## src/rtl/bubble_sort_ctrl.sv

```systemverilog
// Control stage for an in-place ascending bubble sort.
// Sequences the outer (pass) and inner (compare) index counters, compares the
// adjacent register-file words at j and j+1, and issues swap writes. A sort
// ends after the last pass, or earlier after a pass that performed no swap.
module bubble_sort_ctrl #(
    parameter int N   = 4,
    parameter int W   = 8,
    parameter int LEN = 16
) (
    input  logic           clk,
    input  logic           rst,
    input  logic           start,
    input  logic [N-1:0]   i_q,
    input  logic [N-1:0]   j_q,
    input  logic [W-1:0]   rd_a,
    input  logic [W-1:0]   rd_b,
    output logic           i_ld,
    output logic           i_en,
    output logic [N-1:0]   i_d,
    output logic           j_ld,
    output logic           j_en,
    output logic [N-1:0]   j_d,
    output logic           wr_en,
    output logic [W-1:0]   wr_data_a,
    output logic [W-1:0]   wr_data_b,
    output logic           busy,
    output logic           done,
    output logic [2*N-1:0] cmp_cnt,
    output logic [2*N-1:0] swap_cnt
);

    typedef enum logic [1:0] {
        S_IDLE = 2'd0,
        S_INIT = 2'd1,
        S_CMP  = 2'd2,
        S_DONE = 2'd3
    } state_t;

    // Index of the last pass, and of the last compare in pass 0. One extra bit
    // keeps LEN-2-i_q from wrapping when LEN == 2**N.
    localparam logic [N:0] LAST = (N+1)'(LEN - 2);

    state_t         state_q, state_d;
    logic [2*N-1:0] cmp_cnt_q, cmp_cnt_d;
    logic [2*N-1:0] swap_cnt_q, swap_cnt_d;
    logic           swapped_q, swapped_d;

    logic           gt_s;
    logic           end_pass_s;
    logic           last_pass_s;
    logic           finish_s;

    assign gt_s        = (rd_a > rd_b);
    assign end_pass_s  = ({1'b0, j_q} == (LAST - {1'b0, i_q}));
    assign last_pass_s = ({1'b0, i_q} == LAST);
    // Sort is complete at the end of the final pass, or at the end of any pass
    // with no swap (the current compare counts toward this pass).
    assign finish_s    = end_pass_s && (last_pass_s || !(swapped_q || gt_s));

    // State and statistics registers with synchronous reset.
    always_ff @(posedge clk) begin
        if (rst) begin
            state_q    <= S_IDLE;
            cmp_cnt_q  <= '0;
            swap_cnt_q <= '0;
            swapped_q  <= 1'b0;
        end else begin
            state_q    <= state_d;
            cmp_cnt_q  <= cmp_cnt_d;
            swap_cnt_q <= swap_cnt_d;
            swapped_q  <= swapped_d;
        end
    end

    // Next-state and statistics update.
    always_comb begin
        state_d    = state_q;
        cmp_cnt_d  = cmp_cnt_q;
        swap_cnt_d = swap_cnt_q;
        swapped_d  = swapped_q;
        case (state_q)
            S_IDLE: begin
                if (start) begin
                    state_d    = S_INIT;
                    cmp_cnt_d  = '0;
                    swap_cnt_d = '0;
                    swapped_d  = 1'b0;
                end else begin
                    state_d = S_IDLE;
                end
            end
            S_INIT: begin
                state_d = S_CMP;
            end
            S_CMP: begin
                cmp_cnt_d = cmp_cnt_q + (2*N)'(1);
                if (gt_s) begin
                    swap_cnt_d = swap_cnt_q + (2*N)'(1);
                    swapped_d  = 1'b1;
                end else begin
                    swap_cnt_d = swap_cnt_q;
                end
                if (!end_pass_s) begin
                    state_d = S_CMP;
                end else if (finish_s) begin
                    state_d = S_DONE;
                end else begin
                    // New pass starts with a clean swap flag.
                    swapped_d = 1'b0;
                end
            end
            S_DONE: begin
                state_d = S_IDLE;
            end
            default: begin
                state_d = S_IDLE;
            end
        endcase
    end

    // Counter and write strobes, decoded from state and the current compare.
    always_comb begin
        i_ld  = 1'b0;
        i_en  = 1'b0;
        j_ld  = 1'b0;
        j_en  = 1'b0;
        wr_en = 1'b0;
        case (state_q)
            S_INIT: begin
                i_ld = 1'b1;
                j_ld = 1'b1;
            end
            S_CMP: begin
                wr_en = gt_s;
                if (!end_pass_s) begin
                    j_en = 1'b1;
                end else if (!finish_s) begin
                    i_en = 1'b1;
                    j_ld = 1'b1;
                end else begin
                    i_en = 1'b0;
                end
            end
            default: begin
                wr_en = 1'b0;
            end
        endcase
    end

    // Both counters always restart from index 0.
    assign i_d       = '0;
    assign j_d       = '0;
    assign wr_data_a = wr_en ? rd_b : '0;
    assign wr_data_b = wr_en ? rd_a : '0;
    assign busy      = (state_q == S_INIT) || (state_q == S_CMP);
    assign done      = (state_q == S_DONE);
    assign cmp_cnt   = cmp_cnt_q;
    assign swap_cnt  = swap_cnt_q;

endmodule

```

## config.mk

```make
export PLATFORM = sky130hd
export DESIGN_NAME = bubble_sort_ctrl
export DESIGN_NICKNAME = d
export VERILOG_FILES = /design/src/rtl/bubble_sort_ctrl.sv
export SDC_FILE = /design/constraint.sdc
export NUM_CORES = 1
export LEC_CHECK = 0
export ABC_AREA = 1
export CAP_MARGIN = 20
export CORE_ASPECT_RATIO = 0.7
export CORE_MARGIN = 3
export CORE_UTILIZATION = 41
export DETAILED_ROUTE_END_ITERATION = 12
export GPL_ROUTABILITY_DRIVEN = 0
export PLACE_DENSITY = 0.8
export SLEW_MARGIN = 30
export SYNTH_ARGS = -nofsm -noshare
export SYNTH_HDL_FRONTEND = slang
export SYNTH_SLANG_ARGS = --single-unit
```

## constraint.sdc

```tcl
create_clock -name clk -period 2.5 [get_ports clk]
set_input_delay 0.5 -clock clk [delete_from_list [all_inputs] [get_ports clk]]
set_output_delay 0.5 -clock clk [all_outputs]
set_load 0.05 [all_outputs]
```

==> metrics.yaml <==
layout:
  final_cell_mix: "39 x nand2_1, 39 x buf_4, 33 x inv_1"
  diodes: 0
  ff_latch_area_um2: 380
  area_delta_synth_final_pct: 99.0
  final_util: 0.870
  multi_input_area_mm2: 0.00127
  layout-drive-gt1-share: 0.421
  fill_cells: 187
  nets: 400
power:
  p_per_area_mw_per_mm2: 319
  p_total_mw: 1.00
  vdd_drop_max_uv: 476
  power.leakage_nw: 1.39
detailed_routing:
  first_pass_iters: 4
  routed_wl_um: 5990
  drc_errors: 0
  vias: 2074
  vias_per_cell: 5.11
  drtAntennaViolNets: 0
  drt-initial-drc-count: 176
  post_drt_wl_per_cell_um: 14.8
floorplan:
  die_h_um: 57.9
  rows: 18
  pin_count: 74
  die_w_um: 80.1
  die-area_mm2: 0.00464
  initial_core_util: 0.437
  core-area_mm2: 0.00360
global_route:
  grt_first_pass_wirelength_um: 8550
  grt_overflow: 0
  grt_usage: 0.230
  antenna_found_initial: 0
  grt_pass1_vias: 1857
  grt_max_degree: 12
setup_path:
  timing.critical_path.to_type: "primary output"
  rrSetupSlack_ps: 290
  r2r-end: "cmp_cnt[6]"
  crit_type: "in2out"
  rr_startpoint: "state_q[0]"
  ff2ff_path_depth: 10
  start_kind: "input pin"
  cp_max_fo: 8
  crit_arrival_ps: 2060
  cp_data_required_time_ps: 2000
job:
  maxCapViolCount: 0
synth:
  yosysSeqAreaShare: 0.241
  synth.top_cell.area_share: 0.241
  synth.avg_cell_area_um2: 6.26
  synth-seq-cells: 19
  syn_inst: 252
  ys.warnings.count: 0
  ys_top_cells_by_area: "dfxtp_1 24%, ha_1 13%, nand2_1 11%, inv_1 11%, nor2_1 8.1%"
  ys_types: 29
  yosysTopAreaCell: "dfxtp_1"
  syn_area_mm2: 0.00158
timing:
  fin_skew_ps: 1.09
  rsz0062_at_grt: "true"
  post-route-period-util: 1.03
  layout_min_cycle_time_ps: 2560
  tightest_slew_ps: 532
  whs_ps: 451
  max_freq_mhz: 390
  setup_viol: 11
  slew_viol_final: 0
  relSlewSlack: 0.645
  setup_slack_ps: -63.9
  final.setup.tns_ps: -391
  hold_viol: 0
clocking:
  cts.htree.levels: 1
  cts_tree: "yes"
  cts.path.max_buffers: 2
  root_buffer: "clkbuf_8"
  cts_buffers: 3
  cts.sinks: 19
  clock_latency_ps: 250
  clk_pin_slew_worst_paths_ps: 70
run_status:
  violations: "negative setup slack"
  status: "complete, but fails checks"
worst_hold_path:
  hold_class: "reg2reg"
  worst_hold_path.endpoint: "cmp_cnt[7]"
  min-delay-start: "cmp_cnt[7]"
  hold_depth: 1
placement:
  dp_hpwl_um: 3660
  dp_slack_ps: -541
  port_buffers: 65
synth_stat cells:
library cell	number
clkbuf_1	1
nor2_2	3
buf_2	2
conb_1	1
dfxtp_1	19
buf_4	9
o21a_1	1
nand4_1	5
a21oi_1	21
a21o_1	1
nand3_1	22
ha_1	16
o21ai_1	1
a31oi_1	1
nor2_1	34
o21ai_2	1
xnor2_1	1
nand2_2	2
and3_1	1
nand2_1	48
nor3b_1	2
inv_2	4
nor3_1	3
a21boi_1	1
o21ai_0	3
nand3_2	1
xor2_1	2
nor2_4	1
inv_1	45
per-layer routing:
metal / GRT usage / up-vias / part of all wire
met5: 0 / - / 0
met4: 0.0337 / 0 / 0.021
met3: 0.0481 / 16 / 0.076
met2: 0.403 / 98 / 0.52
met1: 0.299 / 965 / 0.38
li1: - / 995 / -
per-stage QoR:
| stage | cells | instance area [um^2] |
|---|---|---|
| 6_report | 406 | 3140 |
| 5_1_grt | 406 | 3140 |
| 4_1_cts | 403 | 3050 |
| 3_5_place_dp | 379 | 2810 |
| 3_3_place_gp | 379 | 2810 |
| 2_1_floorplan | 259 | 1860 |
state kept, by name, indices dropped and copies added, names as in the netlist:
name,cells
cmp_cnt,8
swap_cnt,8
swapped_q,1
state_q,2
repair_timing:
item	CTS	global route
pin swaps	18	22
endpoints found under the setup margin	20	20
hold buffers	0	0
buffers inserted	19	3
cloned	1	0
gates resized for setup	86	44
cells by family (layout without fill, tap and decap cells):
| logic type | after synthesis | in the layout | synth area share |
|---|---|---|---|
| buffers and inverters | 61 | 158 | 0.168 |
| other | 1 | 8 | 0.00238 |
| AOI/OAI and AO/OA | 30 | 30 | 0.103 |
| adders and majority gates | 16 | 16 | 0.127 |
| xor gates and xnor gates | 3 | 3 | 0.0167 |
| and+or+nand+nor | 122 | 122 | 0.341 |
| DFF | 19 | 19 | 0.241 |
how the worst max path moves through the flow:
stage | cells after the start | endpoint | startpoint | slack [ps]
5_1_grt | 15 | wr_data_a[1] | rd_b[1] | -190
4_1_cts | 14 | wr_data_a[0] | rd_a[2] | 3
6_report | 15 | wr_data_a[1] | rd_b[1] | -60
3_5_place_dp | 14 | wr_data_a[0] | rd_b[1] | -540
3_3_place_gp | 14 | wr_data_b[7] | rd_b[3] | -450
2_1_floorplan | 13 | wr_data_a[4] | rd_b[3] | -60
worst max-delay path, cell delays in order:
cell and delay (ps):
buf_6 100, inv_12 30, ha_4 250, nand2_1 50
nand2_1 70, nand2_1 70, nand2_1 100, nand2_2 70
nand2_2 90, nand2_4 70, nor2_4 120, buf_12 160
clkinv_16 90, nor2_4 130, buf_12 140
power breakdown:
| part | switching [mW] | internal (mW) | leakage, nW |
|---|---|---|---|
| Clock | 0.102 | 0.111 | 0.0255 |
| Combinational | 0.279 | 0.195 | 1.21 |
| Sequential | 0.00563 | 0.308 | 0.153 |
cell type report:
cell class	count	area share
Multi-Input combinational cell	179	0.405
Timing Repair Buffer	104	0.354
Sequential cell	19	0.121
Inverter	49	0.0790
Tap cell	50	0.0199
Clock buffer	3	0.0132
Timing Repair inverter	1	0.00638
Clock inverter	1	0.00160
(Power assumes the default switching activity.)
